--- src/rtl/game_input_ctrl_pkg.sv ---
// Shared game FSM state codes and the state-gating helpers used by the
// pushbutton front end.
package game_input_ctrl_pkg;

    typedef enum logic [2:0] {
        ST_START    = 3'b000,
        ST_PLAYING  = 3'b001,
        ST_PAUSE    = 3'b010,
        ST_RESET    = 3'b011,
        ST_GAMEOVER = 3'b100
    } game_state_e;

    // Codes 101..111 match neither helper, so they suppress every request.
    function automatic logic start_allowed(input logic [2:0] st);
        return (st == ST_START) || (st == ST_RESET) || (st == ST_GAMEOVER);
    endfunction

    function automatic logic in_play(input logic [2:0] st);
        return (st == ST_PLAYING) || (st == ST_PAUSE);
    endfunction

endpackage

--- src/rtl/btn_debounce.sv ---
// One pushbutton: 2-FF synchroniser, counter debounce, accepted level and a
// one-cycle strobe on each accepted press.
module btn_debounce #(
    parameter int DEBOUNCE_CYCLES = 500000,
    parameter int CNT_W           = 19
) (
    input  logic clk,
    input  logic reset_n,
    input  logic btn_n,
    output logic level,
    output logic press
);

    localparam logic [CNT_W-1:0] CNT_LAST = CNT_W'(DEBOUNCE_CYCLES - 1);

    logic             r_sync1;
    logic             r_sync2;
    logic             r_stable;
    logic             r_stable_q;
    logic             r_press;
    logic [CNT_W-1:0] r_cnt;

    always_ff @(posedge clk or negedge reset_n) begin
        if (!reset_n) begin
            r_sync1    <= 1'b0;
            r_sync2    <= 1'b0;
            r_stable   <= 1'b0;
            r_stable_q <= 1'b0;
            r_press    <= 1'b0;
            r_cnt      <= '0;
        end else begin
            r_sync1    <= ~btn_n;
            r_sync2    <= r_sync1;
            r_stable_q <= r_stable;
            r_press    <= r_stable & ~r_stable_q;
            // Any return to the accepted level restarts the qualification window.
            if (r_sync2 == r_stable) begin
                r_cnt <= '0;
            end else if (r_cnt == CNT_LAST) begin
                r_stable <= r_sync2;
                r_cnt    <= '0;
            end else begin
                r_cnt <= r_cnt + 1'b1;
            end
        end
    end

    // Level is taken from the delayed copy so it moves in step with press.
    assign level = r_stable_q;
    assign press = r_press;

endmodule

--- src/rtl/game_input_ctrl.sv ---
// Pushbutton front end for the game FSM: three debounced buttons turned into
// state-gated start/reset pulses and a pause level.
module game_input_ctrl
    import game_input_ctrl_pkg::*;
#(
    parameter int DEBOUNCE_CYCLES = 500000,
    parameter int CNT_W           = 19
) (
    input  logic       clk,
    input  logic       reset_n,
    input  logic       btnStart_n,
    input  logic       btnPause_n,
    input  logic       btnReset_n,
    input  logic [2:0] gameState,
    output logic       startGame,
    output logic       pauseGame,
    output logic       resetGame,
    output logic [2:0] btnLevel
);

    logic       w_start_ev;
    logic       w_pause_ev;
    logic       w_reset_ev;
    logic [2:0] w_level;
    logic       w_start_next;
    logic       w_reset_next;
    logic       w_pause_next;

    logic       r_start;
    logic       r_pause;
    logic       r_reset;
    logic [2:0] r_level;

    btn_debounce #(.DEBOUNCE_CYCLES(DEBOUNCE_CYCLES), .CNT_W(CNT_W)) u_db_start (
        .clk(clk), .reset_n(reset_n), .btn_n(btnStart_n),
        .level(w_level[0]), .press(w_start_ev)
    );

    btn_debounce #(.DEBOUNCE_CYCLES(DEBOUNCE_CYCLES), .CNT_W(CNT_W)) u_db_pause (
        .clk(clk), .reset_n(reset_n), .btn_n(btnPause_n),
        .level(w_level[1]), .press(w_pause_ev)
    );

    btn_debounce #(.DEBOUNCE_CYCLES(DEBOUNCE_CYCLES), .CNT_W(CNT_W)) u_db_reset (
        .clk(clk), .reset_n(reset_n), .btn_n(btnReset_n),
        .level(w_level[2]), .press(w_reset_ev)
    );

    always_comb begin
        w_start_next = w_start_ev & start_allowed(gameState);
        w_reset_next = w_reset_ev & in_play(gameState);
        w_pause_next = r_pause;
        // A reset request beats a simultaneous pause toggle so the FSM sees pause low.
        if (!in_play(gameState)) begin
            w_pause_next = 1'b0;
        end else if (w_reset_ev) begin
            w_pause_next = 1'b0;
        end else if (w_pause_ev) begin
            w_pause_next = ~r_pause;
        end
    end

    always_ff @(posedge clk or negedge reset_n) begin
        if (!reset_n) begin
            r_start <= 1'b0;
            r_pause <= 1'b0;
            r_reset <= 1'b0;
            r_level <= 3'b000;
        end else begin
            r_start <= w_start_next;
            r_pause <= w_pause_next;
            r_reset <= w_reset_next;
            r_level <= w_level;
        end
    end

    assign startGame = r_start;
    assign pauseGame = r_pause;
    assign resetGame = r_reset;
    assign btnLevel  = r_level;

endmodule
--- config.mk ---
export PLATFORM = sky130hd
export DESIGN_NAME = game_input_ctrl
export DESIGN_NICKNAME = d
export VERILOG_FILES = /design/src/rtl/game_input_ctrl_pkg.sv /design/src/rtl/btn_debounce.sv /design/src/rtl/game_input_ctrl.sv
export SDC_FILE = /design/constraint.sdc
export NUM_CORES = 1
export LEC_CHECK = 0
export BUFFER_PORTS_ARGS = -buffer_cell sky130_fd_sc_hd__buf_2
export CORE_ASPECT_RATIO = 0.8
export CORE_MARGIN = 4
export CORE_UTILIZATION = 31
export CTS_BUF_LIST = sky130_fd_sc_hd__clkbuf_4 sky130_fd_sc_hd__clkbuf_8
export CTS_CLUSTER_DIAMETER = 150
export CTS_CLUSTER_SIZE = 28
export DETAILED_ROUTE_END_ITERATION = 8
export MAX_ROUTING_LAYER = met4
export PLACE_DENSITY = 0.56
export SLEW_MARGIN = 10
export SYNTH_ARGS = -nofsm -noshare
export SYNTH_HDL_FRONTEND = slang
export SYNTH_SLANG_ARGS = --single-unit
--- constraint.sdc ---
create_clock -name clk -period 2.85 [get_ports clk]
set_input_delay 0.4275 -clock clk [delete_from_list [all_inputs] [get_ports clk]]
set_output_delay 0.4275 -clock clk [all_outputs]
set_load 0.02 [all_outputs]
# Yosys cells after proc, flatten, opt, wreduce, memory -nomap -nowiden
# Index checks and enable logic that the tools add are counted.
[op_classes]
n_mux = 9
n_eq_ne = 11
bitwise = 15
n_addsub = 3
reduce_logical = 7
[ops]
columns = ["op", "n"]
rows = [
  ["$mux 19", 6],
  ["$add 19x1->19 const B", 3],
  ["$eq 19x19->1 const B", 3],
  ["$not 1->1", 10],
  ["$eq 3x2->1 const B", 2],
  ["$reduce_and 2->1", 3],
  ["$and 1x1->1", 5],
  ["$eq 1x1->1", 3],
  ["$eq 3x1->1 const B", 1],
  ["$eq 3x3->1 const B", 1],
  ["$logic_not 3->1", 1],
  ["$logic_or 1x1->1", 3],
  ["$mux 1", 3],
  ["$ne 3x1->1 const B", 1],
]
[word_totals]
reg_bits = 78
output_inout_bits = 6
input_bits = 8

# Logic depth before layout (Yosys ltp)
# Gate-level depths: netlist (run 1).
[depth]
word_depth = 4
mapped_depth = 6
ltp_nobuf = 5

# Modules after synthesis
# Synthesis (run 1) repeated with hierarchy kept, for this count alone.
[hier_totals]
cells_unflattened = 340
area_unflattened_um2 = 3628.5
[by_module_without_submodules]
columns = ["mod", "seq_area_each_um2", "cells_each", "area_per_inst_um2", "n_inst"]
rows = [
  ["btn_debounce", 600.6, 109, 1139.8, 3],
  ["game_input_ctrl", 150.1, 13, 209.0, 1],
]

# Least setup slack after synthesis (run 1)
# No wires, ideal clock.
[synth_path]
path_kind = "reg2reg"
start = "reg u_db_pause.r_cnt[7]"
end = "reg u_db_pause.r_stable"
t_required_ns = 2.725
n_path_buf = 0
path_stages_with_launch = 5
path_slack_ns = 0.858
arrival_ns = 1.867
path_cell_list = "dfrtp_1 > or4b_1 > or4_4 > nor2_1 > mux2_2"
[synth_via]
elab_chain_len = 2
[synth_lines]
columns = ["element", "line", "text"]
rows = [
  ["start: declaration", "btn_debounce.sv:21", "logic [CNT_W-1:0] r_cnt;"],
  ["start signal: assignment", "btn_debounce.sv:43", "r_cnt <= r_cnt + 1'b1;"],
  ["$eq 19x19->1", "btn_debounce.sv:39", "end else if (r_cnt == CNT_LAST) begin"],
  ["$reduce_and 2->1 (no source line)", "n/a", ""],
  ["end signal: assignment", "btn_debounce.sv:40", "r_stable <= r_sync2;"],
  ["end: declaration", "btn_debounce.sv:18", "logic r_stable;"],
]
# No other way between the ends.
# A chain may end at the register's enable or synchronous reset.

# Worst setup path after layout (run 1)
[layout_path]
start = "reg u_db_pause.r_cnt[7]"
end = "reg u_db_pause.r_cnt[12]"
[layout_via]
elab_chain_len = 3
word_cells_on_any_way = 4
[layout_lines]
columns = ["element", "line", "text"]
rows = [
  ["$add 19x1->19 / $eq 19x19->1 (equally long branches)", "btn_debounce.sv:43, btn_debounce.sv:39", ""],
  ["$mux 19 *", "btn_debounce.sv:39", ""],
  ["$mux 19 *", "btn_debounce.sv:37", "if (r_sync2 == r_stable) begin"],
]
# Every way passes the cells marked *; elsewhere a longest branch is shown, timed or not.

==> impl_metrics.csv, run 1 <==
group,metric,value,unit
outcome,status,"completed",
setup_path,max_stage_delay,0.56,ns
clocking,insertion_delay,0.35,ns
route,vias_per_cell,4.907,
global_routing,antenna_found_initial,0,
placement,post-place-ws,0.6869,ns
layout,drive_gt1_frac,0.1298,
synthesis,synth_area,0.003540,mm²
layout,ff_latch_area,0.001952,mm²
worst_hold_path,hp-class,"in2async",
clocking,clockRootBuffer,"clkbuf_8",
sta,skew,0.009313,ns
synthesis,ys_types,42,
layout,syn_to_final_growth,11.56,%
sta,finalSetupViolCount,0,
setup_path,worstPathRequired,3.06,ns
synthesis,yosysTopAreaCellShare,0.5514,
clocking,cts_resized,0,
sta,fin_crit,2.181,ns
global_routing,grt_pass1_wl,11410,µm
floorplan,die_w,127.5,µm
synthesis,synthArstFlopShare,1.000,
sta,tightest_slew,0.9914,ns
sta,setup_ws,0.6693,ns
route,drc_errors,0,
power_and_ir_drop,power.share.clock,0.385,
setup_path,path_max_fanout,18,
route,wl_per_cell,12.86,µm
setup_path,timing.rr.start,"u_db_pause.r_cnt[7]",
power_and_ir_drop,switchingPower,0.4698,mW
power_and_ir_drop,pwr-share-seq,0.580,
synthesis,synth_ff_type,"dfrtp_1",
power_and_ir_drop,switching_share,0.2398,
power_and_ir_drop,p_per_area,496.2,mW/mm²
clocking,cts_max_level,3,
layout,fin_nets,368,
floorplan,die_area,0.01320,mm²
global_routing,gr-total-overflow,0,
setup_path,cp-end-kind,"register",
sta,relSlewSlack,0.3390,
setup_path,cp_cell_sequence,"or4b_1 -> or4_4 -> o21ai_4 -> nor2_1",
setup_path,rr_endpoint,"u_db_pause.r_cnt[12]",
floorplan,io_pins,14,
clocking,cts_made_buffers,9,
synthesis,synth.most_common_cell,"dfrtp_1",
setup_path,timing.reg2reg.worst_path_depth,4,
job,cap_violations,0,
placement,dp_hpwl,4336,µm
clocking,post_cts_buffers,0,
synthesis,syn_nets,348,
setup_path,slowest_stage,"or4_4",
layout,multi_input_area,0.001506,mm²
setup_path,crit_start,"u_db_pause.r_cnt[7]",
placement,numPortBuffers,13,
synthesis,synth.ff_latch_count,78,
synthesis,synth_top_area_cell,"dfrtp_1",
route,ant_nets,0,
power_and_ir_drop,peakVddDrop,238.3,µV
layout,diodes,0,
placement,gp_congestion,0.8060,
floorplan,initial_core_util,0.3213,
setup_path,critical_path.endpoint,"u_db_pause.r_cnt[12]",
clocking,cts_hold_buf,0,
clocking,cts_tree,"built",
sta,clock.fmax,458.6,MHz
setup_path,cp.buffers_inverters,0,
sta,rsz0062_at_grt,"false",
setup_path,worstPathArrival,2.39,ns
synthesis,avgSynthCellArea,10.50,µm²
synthesis,synth_cells,337,
route,first_iter_violations,103,
synthesis,synth_edf_count,0,
setup_path,worst_setup_path_start_kind,"register",
clocking,cts.sinks,78,
global_routing,grt_usage,0.1104,
sta,slew_violations,0,
floorplan,rows,34,
setup_path,cp.depth,4,
sta,finalCritPeriodShare,0.7652,
synthesis,ys_warn_count,0,
setup_path,r2r_slack,0.67,ns
power_and_ir_drop,power_frac_comb,0.035,
route,first_pass_iters,4,
synthesis,synthTopCellsByCount,"dfrtp_1 (78), nor2_1 (50), xnor2_1 (28)",
layout,fill_cells,1116,
sta,setup_tns,0,ns
sta,hold_violations,0,
route,via_count,2483,
power_and_ir_drop,p_leak,1.629,nW
clocking,cts_buffer_depth,2,
power_and_ir_drop,power.internal,1.490,mW
floorplan,core-area,0.01102,mm²
global_routing,grt_pass1_vias,2394,
synthesis,netlist_top_cells_area,"dfrtp_1 (55%), xnor2_1 (6.9%), nor2_1 (5.3%)",
route,drt-total-wl,6508,µm
setup_path,path_class,"reg2reg",
synthesis,ys_seq_area_frac,0.5514,
floorplan,dieHeight,103.6,µm
setup_path,path_delay_family,"simple AND/OR/NAND/NOR gates",
clocking,clk_pin_slew,0.08,ns
global_routing,grt_max_degree,79,
## state kept, by name, indices dropped and copies added, names as in the netlist, 3 cells and up
register and cells:
btnLevel 3, u_db_start.r_cnt 19, u_db_pause.r_cnt 19, u_db_reset.r_cnt 19
## worst register-to-register path: cells and delay by family (launching register included)
kind	cells	cell delay [ns]
and+or+nand+nor	3	1.19
AOI/OAI and AO/OA	1	0.45
DFF	1	0.41
## how the worst min path moves through the flow
stage | start | endpoint | cells past startpoint
2_1_floorplan | reset_n | btnLevel[0] | 0
3_3_place_gp | u_db_start.r_sync1 | u_db_start.r_sync2 | 0
3_5_place_dp | u_db_start.r_sync1 | u_db_start.r_sync2 | 0
4_1_cts | btnPause_n | u_db_pause.r_sync1 | 2
5_1_grt | btnReset_n | u_db_reset.r_sync1 | 2
6_report | reset_n | btnLevel[1] | 1
## cell type report
| cell class | count | share of cell area |
|---|---|---|
| Clock inverter | 5 | 0.008555 |
| Multi-Input combinational cell | 240 | 0.3815 |
| Clock buffer | 11 | 0.03676 |
| Inverter | 13 | 0.01236 |
| Tap cell | 144 | 0.04563 |
| Sequential cell | 78 | 0.4943 |
| Timing Repair Buffer | 15 | 0.02091 |
## routing by layer
layer / up-vias / wire, µm / track usage
met4: 0 / 89 / 0.04058
li1: 1216 / - / -
met1: 1205 / 3295 / 0.1523
met5: - / 0 / -
met3: 9 / 323 / 0.04321
met2: 53 / 2799 / 0.1458
## stage by stage
| stage | instances | power (mW) | hold WS, ns | utilization | area [µm²] |
|---|---|---|---|---|---|
| after floorplan | 337 | 1.188 | 0.1319 | - | 3540 |
| after global placement | 490 | 1.227 | 0.3370 | 0.3422 | 3770 |
| after detailed placement | 490 | 1.230 | 0.3355 | 0.3422 | 3770 |
| after CTS | 506 | 1.997 | 0.1897 | 0.3584 | 3949 |
| after global routing | 506 | 2.067 | 0.1822 | 0.3584 | 3949 |
| final | 506 | 1.959 | 0.1975 | 0.3584 | 3949 |
## power by group through the flow
stage	Clock [mW]	Sequential (mW)	Combinational, mW
floorplan	0	1.15	0.0348
global route	0.845	1.14	0.0838
finish	0.755	1.14	0.0693
detailed placement	0	1.16	0.0722
CTS	0.789	1.14	0.0725
global placement	0	1.16	0.0712
## cell usage in the layout, fill, tap and decap left out, types with 4 or more instances in the layout
cell type,netlist,routed
buf_2,0,12
a21oi_1,12,12
nand3_1,17,17
nand2_1,20,20
nor3_1,6,6
nor4_1,12,12
o31ai_1,4,4
o21ai_0,7,7
nor2_1,50,50
xnor2_1,28,28
clkbuf_8,0,10
or4_1,9,9
dfrtp_1,78,78
nand4_1,13,13
or3_1,7,7
inv_1,13,13
xor2_1,15,15
nor2b_1,4,4
## kinds of logic (layout without fill, tap and decap cells)
family                   after synthesis  in the layout  share of synthesized area
flip-flops                            78             78                     0.5514
AO/OA/AOI/OAI                         30             30                    0.05479
buffers and inverters                 19             44                    0.02298
AND/OR/NAND/NOR                      161            161                     0.2443
XOR/XNOR                              43             43                     0.1064
adder cells (fa/ha/maj)                3              3                    0.01061
multiplexers                           3              3                   0.009543
Note: power is estimated with default switching activity, not from simulation.
==> inputs of run 2 (changes only) <==
--- a/config.mk
+++ b/config.mk
@@ -5,6 +5,7 @@
 export SDC_FILE = /design/constraint.sdc
 export NUM_CORES = 1
 export LEC_CHECK = 0
+export ABC_AREA = 1
 export BUFFER_PORTS_ARGS = -buffer_cell sky130_fd_sc_hd__buf_2
 export CORE_ASPECT_RATIO = 0.8
 export CORE_MARGIN = 4
@@ -14,7 +15,7 @@
 export CTS_CLUSTER_SIZE = 28
 export DETAILED_ROUTE_END_ITERATION = 8
 export MAX_ROUTING_LAYER = met4
-export PLACE_DENSITY = 0.56
+export PLACE_DENSITY = 0.57
 export SLEW_MARGIN = 10
 export SYNTH_ARGS = -nofsm -noshare
 export SYNTH_HDL_FRONTEND = slang
==> constraint.sdc (replaced) <==
create_clock -name clk -period 1.82 [get_ports clk]
set_input_delay 0.273 -clock clk [delete_from_list [all_inputs] [get_ports clk]]
set_output_delay 0.273 -clock clk [all_outputs]
set_load 0.02 [all_outputs]
==> run 2 against run 1 <==
- flip-flop and latch count did not move
- combinational power grew 70%
- die area rose by 12%
- utilization rose by 0.97 points
- global-route usage rose by 1.5 points
- critical path depth rose by 2
- register-to-register slack got worse by 0.32 ns
- via count up 27%
- critical path type unchanged
- critical endpoint is now u_db_reset.r_cnt[5]
- highest routed layer unchanged
==> impl_metrics.csv, run 2 <==
group,metric,value,unit
setup_path,rr_endpoint,"u_db_reset.r_cnt[5]",
route,first_iter_violations,190,
layout,drive_gt1_frac,0.1031,
setup_path,path_class,"reg2reg",
sta,finalSetupViolCount,0,
clocking,post_cts_buffers,0,
synthesis,synth_edf_count,0,
power_and_ir_drop,p_leak,1.942,nW
synthesis,synth.ff_latch_count,78,
setup_path,worst_setup_path_start_kind,"register",
clocking,cts_max_level,3,
sta,skew,0.009234,ns
power_and_ir_drop,peakVddDrop,560.5,µV
sta,fin_crit,1.472,ns
route,ant_nets,0,
route,drc_errors,0,
layout,syn_to_final_growth,13.87,%
route,vias_per_cell,4.429,
sta,rsz0062_at_grt,"false",
outcome,status,"completed",
placement,post-place-ws,0.3555,ns
synthesis,yosysTopAreaCellShare,0.4875,
setup_path,timing.reg2reg.worst_path_depth,6,
sta,tightest_slew,0.5657,ns
global_routing,grt_usage,0.1249,
layout,fin_nets,549,
setup_path,worstPathRequired,2.06,ns
synthesis,synth_top_area_cell,"dfrtp_1",
synthesis,synth_ff_type,"dfrtp_1",
clocking,cts_tree,"built",
clocking,clk_pin_slew,0.08,ns
worst_hold_path,worstHoldPathCells,2,
power_and_ir_drop,p_per_area,761.5,mW/mm²
placement,numPortBuffers,13,
sta,finalCritPeriodShare,0.8088,
setup_path,cp_cell_sequence,"ha_1 -> nand2_1 -> nor2_1 -> nand3_1 -> nand2_1 -> nor2_1",
worst_hold_path,hp-class,"in2reg",
floorplan,rows,36,
floorplan,io_pins,14,
synthesis,ys_seq_area_frac,0.4875,
synthesis,synthTopCellsByCount,"nor2_1 (142), nand2_1 (95), dfrtp_1 (78)",
synthesis,netlist_top_cells_area,"dfrtp_1 (49%), nor2_1 (13%), nand2_1 (8.9%)",
clocking,cts_buffer_depth,2,
synthesis,syn_nets,524,
setup_path,timing.rr.start,"u_db_reset.r_cnt[0]",
sta,slew_violations,0,
worst_hold_path,hp-start,"btnStart_n",
layout,final_cell_mix,"nor2_1 (142), nand2_1 (95), dfrtp_1 (78)",
route,via_count,3162,
sta,hold_violations,0,
synthesis,ys_types,29,
placement,dp_hpwl,6261,µm
floorplan,core-area,0.01239,mm²
route,wl_per_cell,11.60,µm
synthesis,avgSynthCellArea,7.805,µm²
synthesis,synth_cells,513,
synthesis,ys_warn_count,0,
setup_path,cp-end-kind,"register",
floorplan,initial_core_util,0.3232,
layout,reg_top3,"u_db_pause.r_cnt (19), u_db_reset.r_cnt (19), u_db_start.r_cnt (19)",
global_routing,antenna_found_initial,0,
clocking,insertion_delay,0.35,ns
clocking,cts.sinks,78,
worst_hold_path,worstHoldEndpoint,"u_db_start.r_sync1",
job,cap_violations,0,
clocking,cts_made_buffers,9,
global_routing,gr-total-overflow,0,
clocking,clockRootBuffer,"clkbuf_8",
floorplan,die_w,135.1,µm
setup_path,slowest_stage,"dfrtp_1",
sta,setup_ws,0.3481,ns
route,first_pass_iters,5,
synthesis,synth.most_common_cell,"nor2_1",
route,drt-total-wl,8281,µm
placement,gp_congestion,0.8842,
setup_path,max_stage_delay,0.37,ns
setup_path,path_max_fanout,7,
sta,setup_tns,0,ns
sta,relSlewSlack,0.6229,
setup_path,r2r_slack,0.35,ns
sta,clock.fmax,679.4,MHz
setup_path,worstPathArrival,1.71,ns
power_and_ir_drop,power,3.472,mW
floorplan,die_area,0.01481,mm²
global_routing,grt_max_degree,43,
synthesis,synth_area,0.004004,mm²
global_routing,grt_pass1_wl,14120,µm
global_routing,grt_pass1_vias,2991,
synthesis,synthArstFlopShare,1.000,
layout,layout_commonest_cell,"nor2_1",
layout,diodes,0,
floorplan,dieHeight,109.7,µm
-- run 2: cell count changes after synthesis, moves of 12 or more --
cell / delta
inv_1: +40
nor2_1: +92
nand2_1: +75
nand3_1: +24
nor4_1: -12
xnor2_1: -21
-- run 2: what timing repair did --
item,in CTS,in global routing
endpoints found under the hold margin,40,0
gates resized for setup,0,0
hold buffers,1,0
-- run 2: how the worst max path moves through the flow --
stage	from	to	slack, ns	cells past startpoint
floorplan	u_db_pause.r_cnt[0]	u_db_pause.r_cnt[18]	0.56	8
global placement	u_db_pause.r_cnt[0]	u_db_pause.r_cnt[18]	0.39	8
detailed placement	u_db_reset.r_cnt[0]	u_db_reset.r_cnt[1]	0.36	6
CTS	u_db_pause.r_cnt[0]	u_db_pause.r_cnt[18]	0.35	8
global route	u_db_reset.r_cnt[0]	u_db_reset.r_cnt[17]	0.22	6
finish	u_db_reset.r_cnt[0]	u_db_reset.r_cnt[5]	0.35	6
-- run 2: critical path, delay by kind of cell (launching register included) --
kind / cells / cell delay [ns]
adders and majority gates: 1 / 0.20
and+or+nand+nor: 5 / 0.80
DFF: 1 / 0.37
-- run 2: cells by family (layout without fill, tap and decap cells) --
kind of cell,count (synthesis),after routing,share of synthesized area
buffers and inverters,59,89,0.05625
AO/OA/AOI/OAI,26,26,0.03500
flip-flops,78,78,0.4875
adder cells (fa/ha/maj),3,3,0.009376
XOR/XNOR,31,31,0.06969
AND/OR/NAND/NOR,316,316,0.3422
-- run 2: final cells by class --
type / instances / area (µm²)
Multi-Input combinational cell: 376 / 1827
Sequential cell: 78 / 1952
Clock inverter: 7 / 120.1
Fill cell: 1282 / 7828
Timing Repair Buffer: 17 / 112.6
Tap cell: 171 / 214.0
Inverter: 56 / 210.2
Clock buffer: 9 / 123.9
-- run 2: where the power goes --
group / switching [mW] / leakage (nW) / internal, mW
clock: 0.670 / 0.120 / 0.916
combinational: 0.0814 / 0.753 / 0.0364
sequential: 0.0150 / 1.07 / 1.75
total: 0.766 / 1.94 / 2.71
-- run 2: per-stage QoR --
step / util / cell area (µm²) / std cells / hold WS (ns)
after floorplan: - / 4004 / 513 / -0.02259
after global placement: 0.3476 / 4305 / 697 / 0.3119
after detailed placement: 0.3476 / 4305 / 697 / 0.3098
after CTS: 0.3681 / 4559 / 714 / 0.02003
after global routing: 0.3681 / 4559 / 714 / 0.02111
final: 0.3681 / 4559 / 714 / 0.04905
-- run 2: per-layer routing --
| layer | wire (µm) | share of wire | GRT usage |
|---|---|---|---|
| met1 | 4400 | 0.53 | 0.1743 |
| met2 | 3408 | 0.41 | 0.1759 |
| met3 | 358 | 0.043 | 0.03339 |
| met4 | 114 | 0.014 | 0.04317 |
| met5 | 0 | 0 | - |
